## src/rtl/serial_accumulator_rounding_pkg.sv

```systemverilog
// Shared numbers for the serial accumulator: state encoding and the
// accumulator-width / rounding-shift helpers used by the top and the rounder.
package serial_accumulator_rounding_pkg;

   typedef logic [1:0] state_t;

   localparam state_t ST_ACC = 2'd0;
   localparam state_t ST_RND = 2'd1;
   localparam state_t ST_OUT = 2'd2;

   // Full-precision accumulator width: enough headroom for num_acc samples.
   function automatic int calc_acc_w(input int width_in, input int num_acc);
      return width_in + $clog2(num_acc);
   endfunction

   // Number of LSBs dropped (positive) or zero bits appended (negative).
   function automatic int calc_shift(input int acc_w, input int width_out);
      return acc_w - width_out;
   endfunction

endpackage

```

## src/rtl/serial_accumulator_rounding_round.sv

```systemverilog
// Combinational ACC_W -> WIDTH_OUT rounder (round-half-to-even) and saturator.
// Macro SERIAL_ACC_SAT_FLAG_EN: when defined, sat_o reports saturation;
// otherwise sat_o is tied to 0 (the result is still saturated).
module round_half_even_sat
   import serial_accumulator_rounding_pkg::*;
#(
   parameter int ACC_W       = 10,
   parameter int WIDTH_OUT   = 8,
   parameter int IS_SIGNED   = 1,
   parameter int IS_FRACTION = 0
) (
   input  logic [ACC_W-1:0]     acc_i,
   output logic [WIDTH_OUT-1:0] data_o,
   output logic                 sat_o
);

   localparam int SHIFT = calc_shift(ACC_W, WIDTH_OUT);
   // Working width holds the accumulator, the output range and a rounding carry.
   localparam int EXT_W = ((ACC_W > WIDTH_OUT) ? ACC_W : WIDTH_OUT) + 2;
   localparam int RSH   = ((IS_FRACTION != 0) && (SHIFT > 0)) ? SHIFT : 0;
   localparam int LSH   = ((IS_FRACTION != 0) && (SHIFT < 0)) ? -SHIFT : 0;

   logic signed [EXT_W-1:0] one_s;
   logic signed [EXT_W-1:0] ext_s;
   logic signed [EXT_W-1:0] base_s;
   logic signed [EXT_W-1:0] rem_s;
   logic signed [EXT_W-1:0] half_s;
   logic signed [EXT_W-1:0] val_s;
   logic signed [EXT_W-1:0] max_s;
   logic signed [EXT_W-1:0] min_s;
   logic                    sign_bit;
   logic                    round_up;
   logic                    sat_hi;
   logic                    sat_lo;

   // Extend, drop/append bits with ties-to-even, then clamp to the output range.
   always_comb begin
      one_s    = EXT_W'(1);
      sign_bit = (IS_SIGNED != 0) ? acc_i[ACC_W-1] : 1'b0;
      ext_s    = {{(EXT_W-ACC_W){sign_bit}}, acc_i};
      base_s   = ext_s >>> RSH;
      rem_s    = ext_s & ((one_s <<< RSH) - one_s);
      half_s   = (one_s <<< RSH) >>> 1;
      // A tie only rounds up when the kept part is odd; no rounding without dropped bits.
      round_up = (RSH > 0) && ((rem_s > half_s) || ((rem_s == half_s) && base_s[0]));
      val_s    = (base_s + EXT_W'(round_up)) <<< LSH;
      max_s    = (IS_SIGNED != 0) ? ((one_s <<< (WIDTH_OUT-1)) - one_s)
                                  : ((one_s <<< WIDTH_OUT) - one_s);
      min_s    = (IS_SIGNED != 0) ? -(one_s <<< (WIDTH_OUT-1)) : '0;
      sat_hi   = (val_s > max_s);
      sat_lo   = (val_s < min_s);
      if (sat_hi) begin
         data_o = max_s[WIDTH_OUT-1:0];
      end else if (sat_lo) begin
         data_o = min_s[WIDTH_OUT-1:0];
      end else begin
         data_o = val_s[WIDTH_OUT-1:0];
      end
   end

`ifdef SERIAL_ACC_SAT_FLAG_EN
   assign sat_o = sat_hi | sat_lo;
`else
   assign sat_o = 1'b0;
`endif

endmodule

```

## src/rtl/serial_accumulator_rounding.sv

```systemverilog
// Serial accumulator: sums NUM_ACC accepted samples at full precision, rounds
// (half-to-even) and saturates to WIDTH_OUT, and presents it on a valid/ready port.
// Macro SERIAL_ACC_SAT_FLAG_EN: when defined, m_sat is registered with m_data;
// otherwise m_sat is constant 0.
module serial_accumulator_rounding
   import serial_accumulator_rounding_pkg::*;
#(
   parameter int NUM_ACC     = 4,
   parameter int WIDTH_IN    = 8,
   parameter int WIDTH_OUT   = 8,
   parameter int IS_SIGNED   = 1,
   parameter int IS_FRACTION = 0
) (
   input  logic                 clk,
   input  logic                 rst_n,
   input  logic                 ena,
   input  logic                 clear,
   input  logic                 s_valid,
   output logic                 s_ready,
   input  logic [WIDTH_IN-1:0]  s_data,
   output logic                 m_valid,
   input  logic                 m_ready,
   output logic [WIDTH_OUT-1:0] m_data,
   output logic                 m_sat
);

   localparam int ACC_W = calc_acc_w(WIDTH_IN, NUM_ACC);
   localparam int CNT_W = $clog2(NUM_ACC);
   localparam logic [CNT_W-1:0] CNT_LAST = CNT_W'(NUM_ACC - 1);

   if (WIDTH_IN <= 0) begin : g_chk_win
      $error("serial_accumulator_rounding: WIDTH_IN must be > 0");
   end
   if (WIDTH_OUT <= 0) begin : g_chk_wout
      $error("serial_accumulator_rounding: WIDTH_OUT must be > 0");
   end
   if (NUM_ACC < 2) begin : g_chk_nacc
      $error("serial_accumulator_rounding: NUM_ACC must be >= 2");
   end

   state_t               state_q, state_d;
   logic [CNT_W-1:0]     cnt_q, cnt_d;
   logic [ACC_W-1:0]     acc_q, acc_d;
   logic [WIDTH_OUT-1:0] data_q, data_d;
   logic                 alive_q, alive_d;

   logic                 last_cnt;
   logic                 accept;
   logic                 m_hs;
   logic                 ext_bit;
   logic [ACC_W-1:0]     sample_ext;
   logic [WIDTH_OUT-1:0] rnd_data;
   logic                 rnd_sat;

   assign last_cnt   = (cnt_q == CNT_LAST);
   assign ext_bit    = (IS_SIGNED != 0) ? s_data[WIDTH_IN-1] : 1'b0;
   assign sample_ext = {{(ACC_W-WIDTH_IN){ext_bit}}, s_data};
   assign m_valid    = ena && (state_q == ST_OUT);
   assign accept     = s_valid && s_ready;
   assign m_hs       = m_valid && m_ready;
   assign m_data     = data_q;

   // Ready: open in ACC; in OUT the batch-final sample waits for the result handshake.
   always_comb begin
      s_ready = 1'b0;
      if (ena && alive_q) begin
         case (state_q)
            ST_ACC:  s_ready = 1'b1;
            ST_OUT:  s_ready = !last_cnt || m_ready;
            default: s_ready = 1'b0;
         endcase
      end
   end

   round_half_even_sat #(
      .ACC_W       (ACC_W),
      .WIDTH_OUT   (WIDTH_OUT),
      .IS_SIGNED   (IS_SIGNED),
      .IS_FRACTION (IS_FRACTION)
   ) u_round (
      .acc_i  (acc_q),
      .data_o (rnd_data),
      .sat_o  (rnd_sat)
   );

   // Next state: accumulate, wrap the counter, register the rounded result in RND.
   always_comb begin
      state_d = state_q;
      cnt_d   = cnt_q;
      acc_d   = acc_q;
      data_d  = data_q;
      alive_d = alive_q;
      if (ena) begin
         alive_d = 1'b1;
         if (clear) begin
            state_d = ST_ACC;
            cnt_d   = '0;
            acc_d   = '0;
         end else begin
            if (accept) begin
               // The first sample of a batch overwrites the previous, already rounded, sum.
               acc_d = (cnt_q == '0) ? sample_ext : acc_q + sample_ext;
               cnt_d = last_cnt ? '0 : cnt_q + 1'b1;
            end
            case (state_q)
               ST_ACC: begin
                  if (accept && last_cnt) state_d = ST_RND;
               end
               ST_RND: begin
                  data_d  = rnd_data;
                  state_d = ST_OUT;
               end
               ST_OUT: begin
                  if (accept && last_cnt) begin
                     state_d = ST_RND;
                  end else if (m_hs) begin
                     state_d = ST_ACC;
                  end
               end
               default: state_d = ST_ACC;
            endcase
         end
      end
   end

   // State registers; asynchronous reset clears everything including the output.
   always_ff @(posedge clk or negedge rst_n) begin
      if (!rst_n) begin
         state_q <= ST_ACC;
         cnt_q   <= '0;
         acc_q   <= '0;
         data_q  <= '0;
         alive_q <= 1'b0;
      end else begin
         state_q <= state_d;
         cnt_q   <= cnt_d;
         acc_q   <= acc_d;
         data_q  <= data_d;
         alive_q <= alive_d;
      end
   end

`ifdef SERIAL_ACC_SAT_FLAG_EN
   logic sat_q, sat_d;

   assign sat_d = (ena && !clear && (state_q == ST_RND)) ? rnd_sat : sat_q;

   // Saturation flag captured in the same cycle as the rounded data.
   always_ff @(posedge clk or negedge rst_n) begin
      if (!rst_n) begin
         sat_q <= 1'b0;
      end else begin
         sat_q <= sat_d;
      end
   end

   assign m_sat = sat_q;
`else
   // The rounder drives a constant 0 flag in this build.
   assign m_sat = rnd_sat;
`endif

endmodule

```

## config.mk

```make
export PLATFORM = sky130hd
export DESIGN_NAME = serial_accumulator_rounding
export DESIGN_NICKNAME = d
export VERILOG_FILES = /design/src/rtl/serial_accumulator_rounding_pkg.sv /design/src/rtl/serial_accumulator_rounding_round.sv /design/src/rtl/serial_accumulator_rounding.sv
export SDC_FILE = /design/constraint.sdc
export NUM_CORES = 1
export LEC_CHECK = 0
export CAP_MARGIN = 0
export CELL_PAD_IN_SITES_DETAIL_PLACEMENT = 1
export CELL_PAD_IN_SITES_GLOBAL_PLACEMENT = 1
export CORE_MARGIN = 5
export CORE_UTILIZATION = 25
export CTS_CLUSTER_DIAMETER = 200
export CTS_CLUSTER_SIZE = 30
export DETAILED_ROUTE_END_ITERATION = 12
export PLACE_DENSITY = 0.54
export SYNTH_ARGS = -nofsm -noshare
export SYNTH_HDL_FRONTEND = slang
export SYNTH_SLANG_ARGS = --single-unit
```

## constraint.sdc

```tcl
create_clock -name clk -period 3.1 [get_ports clk]
set_input_delay 0.62 -clock clk [delete_from_list [all_inputs] [get_ports clk]]
set_output_delay 0.62 -clock clk [all_outputs]
set_load 0.02 [all_outputs]
```

==> out/results.tsv, run 1 <==
stage	metric	value	unit
status	status	complete, no violations	
yosys	Syn Inst Count	186	
routing	Avg WL per Cell	13.7	um
clock_network	# resized after CTS	0	
power	Switching Share	32.1	%
timing	Setup Viol. Count Final	0	
setup_path	r2r setup slk	900	ps
power	Comb power frac	25.8	%
yosys	#FFs+latches synth	23	
power	Int Power	489	uW
clock_network	hold_buf cts	0	
yosys	main combinational cell family by area after synthesis	compound AO/OA/AOI/OAI gates	
global_routing	antenna violations before repair	0	
setup_path	r2r endpoint	acc_q[6]$_DFFE_PN0P_	
yosys	Simple-Gate Fraction of Synth Area	21.3	%
layout	n_diodes	0	
routing	total number of vias	1354	
power	VDD IR-drop max	0.157	mV
power	clock network fraction of total power	26.8	%
yosys	top-area cell type share of the netlist area	36.8	%
yosys	post-synthesis cell area	1560	um^2
yosys	synth top area cells	dfrtp_1 37%, ha_1 8.8%, nand2_1 7.9%	
power	Pwr Total	720	uW
routing	routed wire length	3.85	mm
setup_path	critical path launch point type	input port	
setup_path	Data arrival, critical path	2120	ps
setup_path	Worst R2R Path Depth	8	
yosys	ys flop type	dfrtp_1	
global_routing	largest net degree at the start of global routing	24	
setup_path	critical path class	input port to output pin	
place	RePlAce Congestion	0.803	
timing	Tmin final	2740	ps
clock_network	CTS Sinks	23	
yosys	post-synthesis mux area share	2.00	%
power	PD cells	379	nW/um^2
routing	vias per inst	4.84	
run	# Max-Cap Violations	0	
hold_path	Hold Path Class	register to register	
setup_path	Worst setup EP type	output pin	
yosys	leading area contributor after synthesis	dfrtp_1	
clock_network	CTS Buf Count	3	
timing	slew margin rel.	55.5	%
timing	endpoints failing hold	0	
yosys	count leader, synth	nand2_1	
yosys	Post-synth EDFFs	0	
yosys	YS warnings	0	
global_routing	met2 Use GR	18.6	%
floorplan	IO Pins	25	
yosys	synthesized net count	212	
layout	nets@finish	232	
yosys	Async SR Flop Fraction	100	%
timing	setup TNS	0	ps
global_routing	GR peak layer	met2	
clock_network	TritonCTS clock tree	yes	
place	Buffers on Ports	23	
routing	DRT iter0 DRCs	53	
timing	Final Max Tran Viols	0	
yosys	Synth Area in XOR/XNOR	2.80	%
setup_path	r2r startpoint	acc_q[0]$_DFFE_PN0P_	
layout	share of cells above drive strength 1	6.83	%
yosys	synth unique cells	44	
routing	Pre-antenna DRT Iters	4	
timing	Setup Skew	5.92	ps
setup_path	Critical path origin	ena	
floorplan	initial core utilization	26.1	%
global_routing	grt total ovfl	0	
floorplan	core area	5990	um^2
place	Final HPWL DP	3.07	mm
floorplan	Site Rows	28	
timing	RSZ-0062 raised after global routing	false	
global_routing	GRT Util Overall	10.6	%
floorplan	die width	89.1	um
yosys	commonest cells in the netlist	33 x nand2_1, 24 x o21ai_0, 23 x dfrtp_1	
clock_network	clk_lat worst skew	270	ps
clock_network	H-tree depth	1	
clock_network	clock tree buffer depth	2	
place	Placed Cells	276	
yosys	sequential cell area fraction in the yosys report	36.8	%
routing	detailed-route DRC error count	0	
layout	count of non-filler cells in the finished layout	280	
power	Leak Pwr	0.802	nW
yosys	compound-cell area share of the yosys netlist	22.9	%
floorplan	Die ar.	7940	um^2
clock_network	CTS Root Cell	clkbuf_8	
clock_network	Clock Pin Slew Worst Setup and Hold Paths	90	ps
timing	period utilization	88.3	%
floorplan	Vert. Die Dim	89.1	um
setup_path	CP Data Required Time	2480	ps
setup_path	CP max FO	8	
routing	Detail Route Antenna Nets	0	
yosys	synthesized area per cell	8.41	um^2
power	Sw Pwr	231	uW
layout	Synth-to-Final Area Change	21.6	%
global_routing	met1 Use GR	13.8	%
timing	achievable frequency	0.365	GHz
global_routing	met3 global-route usage	0.829	%
setup_path	Worst Setup EP	s_ready	
timing	Worst Tran Pin Value	667	ps
power	register share of total power	47.4	%
global_routing	vias in the first global route	1425	
clock_network	post-CTS setup buffer count	0	
yosys	Synth Area in Adders	10.1	%
global_routing	first-pass GRT wire length	6.76	mm
## layout make-up
class	count	area [um^2]
Clock inverter	1	7.51
Timing Repair Buffer	24	238
Multi-Input combinational cell	149	927
Inverter	5	18.8
Tap cell	75	93.8
Fill cell	735	4090
Clock buffer	3	41.3
Sequential cell	23	576
## placed cells by master, fill, tap and decap left out, types with 3 or more instances in the layout
master,instances
a22oi_1,4
o31ai_1,3
clkbuf_8,3
o21ai_0,24
a21oi_1,8
a22o_1,3
clkdlybuf4s50_1,23
nand2_1,33
inv_1,5
xor2_1,3
nor2b_1,4
ha_1,11
dfrtp_1,23
nor2_1,21
## critical path: stages
cell	delay [ps]
clkdlybuf4s50_1	620
and4_4	280
clkdlybuf4s50_1	600
## how the worst min path moves through the flow
stage | from | end | slack [ps] | cells past startpoint
after floorplan | rst_n | acc_q[0]$_DFFE_PN0P_ | 320 | 0
after global placement | alive_q$_DFFE_PN0P_ | alive_q$_DFFE_PN0P_ | 460 | 1
after detailed placement | alive_q$_DFFE_PN0P_ | alive_q$_DFFE_PN0P_ | 470 | 1
after CTS | alive_q$_DFFE_PN0P_ | alive_q$_DFFE_PN0P_ | 490 | 1
after global routing | alive_q$_DFFE_PN0P_ | alive_q$_DFFE_PN0P_ | 510 | 1
final | alive_q$_DFFE_PN0P_ | alive_q$_DFFE_PN0P_ | 480 | 1
## registers in the layout (all words and copies together) (netlist names)
| name | flops |
|---|---|
| cnt_q | 2 |
| state_q | 2 |
| alive_q | 1 |
| m_data | 8 |
| acc_q | 10 |
## power by group through the flow
stage / clock network, mW / logic [mW] / registers (mW)
floorplan: 0 / 0.138 / 0.333
global placement: 0 / 0.182 / 0.347
detailed placement: 0 / 0.189 / 0.348
CTS: 0.204 / 0.189 / 0.342
global route: 0.216 / 0.211 / 0.346
finish: 0.193 / 0.186 / 0.341
## through the flow
stage / worst slack (ps) / hold WS [ps] / area, um^2 / utilization, %
floorplan: 869 / 324 / 1560 / -
global placement: 280 / 456 / 1850 / 30.9
detailed placement: 248 / 468 / 1850 / 30.9
CTS: 369 / 488 / 1900 / 31.7
global route: 312 / 513 / 1900 / 31.7
finish: 362 / 482 / 1900 / 31.7
## logic make-up (layout without fill, tap and decap cells)
| kind of cell | count (synthesis) | after routing |
|---|---|---|
| and+or+nand+nor | 73 | 73 |
| AOI/OAI and AO/OA | 55 | 55 |
| DFF | 23 | 23 |
| buffers and inverters | 14 | 33 |
| adders and majority gates | 12 | 12 |
| xor gates and xnor gates | 5 | 5 |
| muxes | 3 | 3 |
| other | 1 | 1 |
## per-layer routing
layer,part of all wire (%),vias to the layer above,wire [um]
met1,48,646,1860
met5,0,-,0
met4,1.5,0,57
met3,2.0,4,78
li1,-,688,-
met2,48,16,1850
Note: power is estimated with default switching activity, not from simulation.
==> run 2: changes to the inputs <==
- clock period: 3.1 -> 2.7 ns (I/O delays scaled with it)
==> out/results.tsv, run 2 (synthesis results as in run 1) <==
stage	metric	value	unit	change
status	status	complete, no violations		unchanged
floorplan	Vert. Die Dim	89.1	um	unchanged
global_routing	vias in the first global route	1477		was 1425
clock_network	post-CTS setup buffer count	0		unchanged
clock_network	# resized after CTS	0		unchanged
clock_network	clock tree buffer depth	2		unchanged
timing	setup TNS	0	ps	unchanged
run	# Max-Cap Violations	0		unchanged
timing	Setup Skew	0.864	ps	was 5.92 ps
power	VDD IR-drop max	0.156	mV	was 0.157 mV
power	Int Power	565	uW	was 489 uW
layout	Synth-to-Final Area Change	22.8	%	was 21.6%
global_routing	antenna violations before repair	0		unchanged
timing	Final Max Tran Viols	0		unchanged
clock_network	hold_buf cts	0		unchanged
routing	detailed-route DRC error count	0		unchanged
place	placed inst area	1880	um^2	was 1850 um^2
power	Comb power frac	26.2	%	was 25.8%
layout	commonest non-fill, non-tap cell in the layout	nand2_1		unchanged
power	PD cells	430	nW/um^2	was 379 nW/um^2
setup_path	Worst setup EP type	output pin		unchanged
routing	routed wire length	3.91	mm	was 3.85 mm
clock_network	CTS Sinks	23		unchanged
clock_network	H-tree depth	1		unchanged
global_routing	first-pass GRT wire length	6.93	mm	was 6.76 mm
power	register share of total power	47.6	%	was 47.4%
floorplan	Die ar.	7940	um^2	unchanged
setup_path	critical path class	input port to output pin		unchanged
routing	DRT iter0 DRCs	32		was 53
power	Pwr Total	826	uW	was 720 uW
timing	period utilization	92.2	%	
place	Buffers on Ports	23		unchanged
setup_path	critical path launch point type	input port		unchanged
hold_path	hold path depth	2		was 1
power	Leak Pwr	0.818	nW	was 0.802 nW
routing	Pre-antenna DRT Iters	4		unchanged
setup_path	Data arrival, critical path	1950	ps	was 2120 ps
timing	RSZ-0062 raised after global routing	false		unchanged
clock_network	TritonCTS clock tree	yes		unchanged
global_routing	largest net degree at the start of global routing	24		unchanged
power	Sw Pwr	260	uW	was 231 uW
clock_network	clk_lat worst skew	260	ps	was 270 ps
floorplan	core area	5990	um^2	unchanged
floorplan	initial core utilization	26.1	%	unchanged
clock_network	Clock Pin Slew Worst Setup and Hold Paths	80	ps	was 90 ps
timing	Worst Tran Pin Value	660	ps	was 667 ps
layout	final instance area	1920	um^2	was 1900 um^2
timing	Setup Viol. Count Final	0		unchanged
floorplan	Site Rows	28		unchanged
clock_network	CTS Root Cell	clkbuf_8		unchanged
power	Switching Share	31.5	%	was 32.1%
routing	vias per inst	4.81		was 4.84
routing	Avg WL per Cell	13.8	um	was 13.7 um
layout	post-layout util	32.1	%	was 31.7%
global_routing	grt total ovfl	0		unchanged
layout	share of cells above drive strength 1	7.69	%	was 6.83%
global_routing	GRT Util Overall	11.0	%	was 10.6%
power	clock network fraction of total power	26.3	%	was 26.8%
layout	max reg flops	10		unchanged
timing	achievable frequency	0.402	GHz	
layout	most frequent cells in the layout	33 x nand2_1, 24 x o21ai_0, 23 x dfrtp_1, 23 x clkdlybuf4s50_1, 21 x nor2_1		unchanged
timing	hold_ws	484	ps	was 482 ps
hold_path	Hold Path Class	register to register		unchanged
clock_network	CTS Buf Count	3		unchanged
routing	total number of vias	1362		was 1354
timing	Tmin final	2490	ps	
layout	largest reg by FF count	acc_q		unchanged
timing	slew margin rel.	56.0	%	was 55.5%
place	RePlAce Congestion	0.796		was 0.803
place	Final HPWL DP	3.06	mm	was 3.07 mm
layout	nets@finish	235		was 232
setup_path	CP max FO	3		was 8
floorplan	die width	89.1	um	unchanged
timing	endpoints failing hold	0		unchanged
layout	n_diodes	0		unchanged
setup_path	Worst R2R Path Depth	8		unchanged
floorplan	IO Pins	25		unchanged
routing	Detail Route Antenna Nets	0		unchanged
setup_path	CP Data Required Time	2160	ps	was 2480 ps
layout	fillers	722		was 735
==> run 2: cell type report <==
type | instances | area [um^2] | area share (%)
multi-input combinational | 149 | 927 | 48.3
timing repair buffer | 27 | 260 | 13.6
inverter | 5 | 18.8 | 0.977
sequential | 23 | 576 | 30.0
clock buffer | 4 | 45.0 | 2.35
tap | 75 | 93.8 | 4.89
==> run 2: critical path, cell delays in order <==
cell             delay (ps)
clkdlybuf4s50_1         470
nand3b_1                100
and4_4                  240
clkdlybuf4s50_1         600
==> run 2: path summary, 6_finish.rpt <==
path / from / endpoint / slack (ps)
max: m_ready / s_ready / 210
min in group asynchronous: rst_n / cnt_q[1]$_DFFE_PN0P_ / 620
min: m_data[5]$_DFFE_PN0P_ / m_data[5]$_DFFE_PN0P_ / 480
max reg2reg: acc_q[0]$_DFFE_PN0P_ / acc_q[6]$_DFFE_PN0P_ / 560
min reg2reg: m_data[5]$_DFFE_PN0P_ / m_data[5]$_DFFE_PN0P_ / 480
max in group asynchronous: rst_n / acc_q[4]$_DFFE_PN0P_ / 1840
==> run 2: per-layer routing <==
metal	global-route usage, %	share of wire, %	vias to the layer above
met5	0	0	-
met4	4.06	1.4	0
met3	0.645	2.9	4
met2	19.2	48	19
met1	14.3	48	647
li1	-	-	692
==> run 2: metrics by stage <==
step | instances | worst slack [ps]
6_report | 283 | 211
5_1_grt | 283 | 73.7
4_1_cts | 283 | 202
3_5_place_dp | 279 | -36.5
3_3_place_gp | 279 | 11.3
2_1_floorplan | 186 | 549
==> run 2: power groups by stage <==
| stage | sequential (mW) | clock, mW | combinational [mW] |
|---|---|---|---|
| detailed placement | 0.401 | 0 | 0.219 |
| global route | 0.399 | 0.241 | 0.247 |
| floorplan | 0.382 | 0 | 0.159 |
| finish | 0.393 | 0.217 | 0.216 |
| global placement | 0.398 | 0 | 0.214 |
| CTS | 0.394 | 0.232 | 0.220 |
==> run 3: changes to the inputs <==
- CORE_ASPECT_RATIO: default -> 1.5
- CTS_CLUSTER_SIZE: 30 -> 12
==> out/results.tsv, run 3 (synthesis results as in run 1) <==
stage	metric	value	unit	change
status	status	complete, no violations		unchanged
clock_network	CTS Sinks	23		unchanged
power	VDD IR-drop max	0.166	mV	was 0.156 mV
clock_network	CTS Buf Count	3		unchanged
clock_network	H-tree depth	1		unchanged
timing	setup TNS	0	ps	unchanged
clock_network	Clock Pin Slew Worst Setup and Hold Paths	90	ps	was 80 ps
setup_path	CP max FO	3		unchanged
power	register share of total power	47.2	%	was 47.6%
timing	setup ws final	187	ps	was 211 ps
floorplan	Die ar.	7970	um^2	was 7940 um^2
routing	detailed-route DRC error count	0		unchanged
clock_network	clock tree buffer depth	2		unchanged
floorplan	die width	74.6	um	was 89.1 um
routing	routed wire length	3.83	mm	was 3.91 mm
power	Int Power	566	uW	was 565 uW
global_routing	vias in the first global route	1389		was 1477
setup_path	Worst setup EP type	output pin		unchanged
timing	Final Max Tran Viols	0		unchanged
floorplan	Vert. Die Dim	107	um	was 89.1 um
run	# Max-Cap Violations	0		unchanged
setup_path	Data arrival, critical path	1970	ps	was 1950 ps
timing	Tmin final	2510	ps	was 2490 ps
layout	max reg flops	10		unchanged
global_routing	antenna violations before repair	0		unchanged
power	Comb power frac	26.5	%	was 26.2%
layout	share of cells above drive strength 1	9.05	%	was 7.69%
hold_path	Hold Path Class	register to register		unchanged
place	Buffers on Ports	23		unchanged
layout	largest reg by FF count	acc_q		unchanged
clock_network	clk_lat worst skew	270	ps	was 260 ps
timing	period utilization	93.1	%	was 92.2%
place	Placed Cells	280		was 279
place	RePlAce Congestion	0.722		was 0.796
clock_network	hold_buf cts	0		unchanged
clock_network	TritonCTS clock tree	yes		unchanged
layout	post-layout util	31.6	%	was 32.1%
clock_network	post-CTS setup buffer count	0		unchanged
routing	vias per inst	4.77		was 4.81
floorplan	core area	6130	um^2	was 5990 um^2
power	Pwr Total	829	uW	was 826 uW
layout	Synth-to-Final Area Change	23.8	%	was 22.8%
layout	count of non-filler cells in the finished layout	284		was 283
timing	achievable frequency	0.398	GHz	was 0.402 GHz
timing	endpoints failing hold	0		unchanged
clock_network	CTS Root Cell	clkbuf_8		unchanged
floorplan	Site Rows	35		was 28
timing	Setup Skew	10.6	ps	was 0.864 ps
power	Sw Pwr	263	uW	was 260 uW
power	clock network fraction of total power	26.3	%	about the same
timing	slew margin rel.	55.5	%	was 56.0%
routing	total number of vias	1355		was 1362
place	dpl ws	-79.4	ps	was -36.5 ps
global_routing	GRT Util Overall	10.7	%	was 11.0%
power	Leak Pwr	0.831	nW	was 0.818 nW
timing	Setup Viol. Count Final	0		unchanged
routing	DRT iter0 DRCs	43		was 32
setup_path	CP Data Required Time	2160	ps	about the same
timing	Worst Tran Pin Value	668	ps	was 660 ps
routing	Detail Route Antenna Nets	0		unchanged
layout	commonest non-fill, non-tap cell in the layout	nand2_1		unchanged
layout	final instance area	1940	um^2	was 1920 um^2
layout	most frequent cells in the layout	33 x nand2_1, 24 x o21ai_0, 23 x dfrtp_1, 23 x clkdlybuf4s50_1, 21 x nor2_1		unchanged
power	Switching Share	31.8	%	was 31.5%
place	Final HPWL DP	3.03	mm	was 3.06 mm
clock_network	# resized after CTS	0		unchanged
floorplan	initial core utilization	25.5	%	was 26.1%
setup_path	critical path launch point type	input port		unchanged
layout	n_diodes	0		unchanged
global_routing	largest net degree at the start of global routing	24		unchanged
layout	nets@finish	237		was 235
global_routing	grt total ovfl	0		unchanged
setup_path	critical path class	input port to output pin		unchanged
routing	Pre-antenna DRT Iters	4		unchanged
floorplan	IO Pins	25		unchanged
power	PD cells	428	nW/um^2	was 430 nW/um^2
timing	RSZ-0062 raised after global routing	false		unchanged
timing	hold_ws	484	ps	about the same
place	placed inst area	1890	um^2	was 1880 um^2
global_routing	first-pass GRT wire length	6.69	mm	was 6.93 mm
routing	Avg WL per Cell	13.5	um	was 13.8 um
[run 3: cell types whose count changed in the layout (fill, tap and decap cells not counted)]
| cell | delta |
|---|---|
| buf_4 | +2 |
| clkbuf_1 | -1 |
| clkinv_2 | +1 |
[run 3: worst paths after layout]
check | start | end | slack [ps] | cells after the start
min in group asynchronous | rst_n | m_data[1]$_DFFE_PN0P_ | 640 | 2
max in group asynchronous | rst_n | m_data[5]$_DFFE_PN0P_ | 1820 | 2
worst max-delay path | m_ready | s_ready | 190 | 4
worst min-delay path | m_data[6]$_DFFE_PN0P_ | m_data[6]$_DFFE_PN0P_ | 480 | 2
worst min register to register | m_data[6]$_DFFE_PN0P_ | m_data[6]$_DFFE_PN0P_ | 480 | 2
worst max register to register | acc_q[0]$_DFFE_PN0P_ | acc_q[6]$_DFFE_PN0P_ | 510 | 8
[run 3: cell type report]
cell class | instances | area, um^2
flip-flops and latches | 23 | 576
well taps | 74 | 92.6
repair buffers | 29 | 275
clock inverters | 1 | 5.00
fillers | 765 | 4200
inverters | 5 | 18.8
multi-input cells | 149 | 927
clock buffers | 3 | 41.3
[run 3: critical path, cell delays in order]
cell and delay (ps):
clkdlybuf4s50_1 480, nand3b_1 110, and4_4 240, clkdlybuf4s50_1 600
[run 3: routing by layer]
layer,GRT usage [%],vias to the layer above,wire length [um]
met1,13.8,642,1720
met4,4.20,0,54
li1,-,696,-
met5,0,-,0
met3,1.03,2,95
met2,17.9,15,1960
[run 3: power groups by stage]
| stage | Combinational, mW | Clock (mW) | Sequential [mW] |
|---|---|---|---|
| 6_report | 0.220 | 0.218 | 0.392 |
| 3_5_place_dp | 0.225 | 0 | 0.400 |
| 4_1_cts | 0.226 | 0.232 | 0.393 |
| 5_1_grt | 0.252 | 0.242 | 0.397 |
| 3_3_place_gp | 0.221 | 0 | 0.399 |
| 2_1_floorplan | 0.159 | 0 | 0.382 |
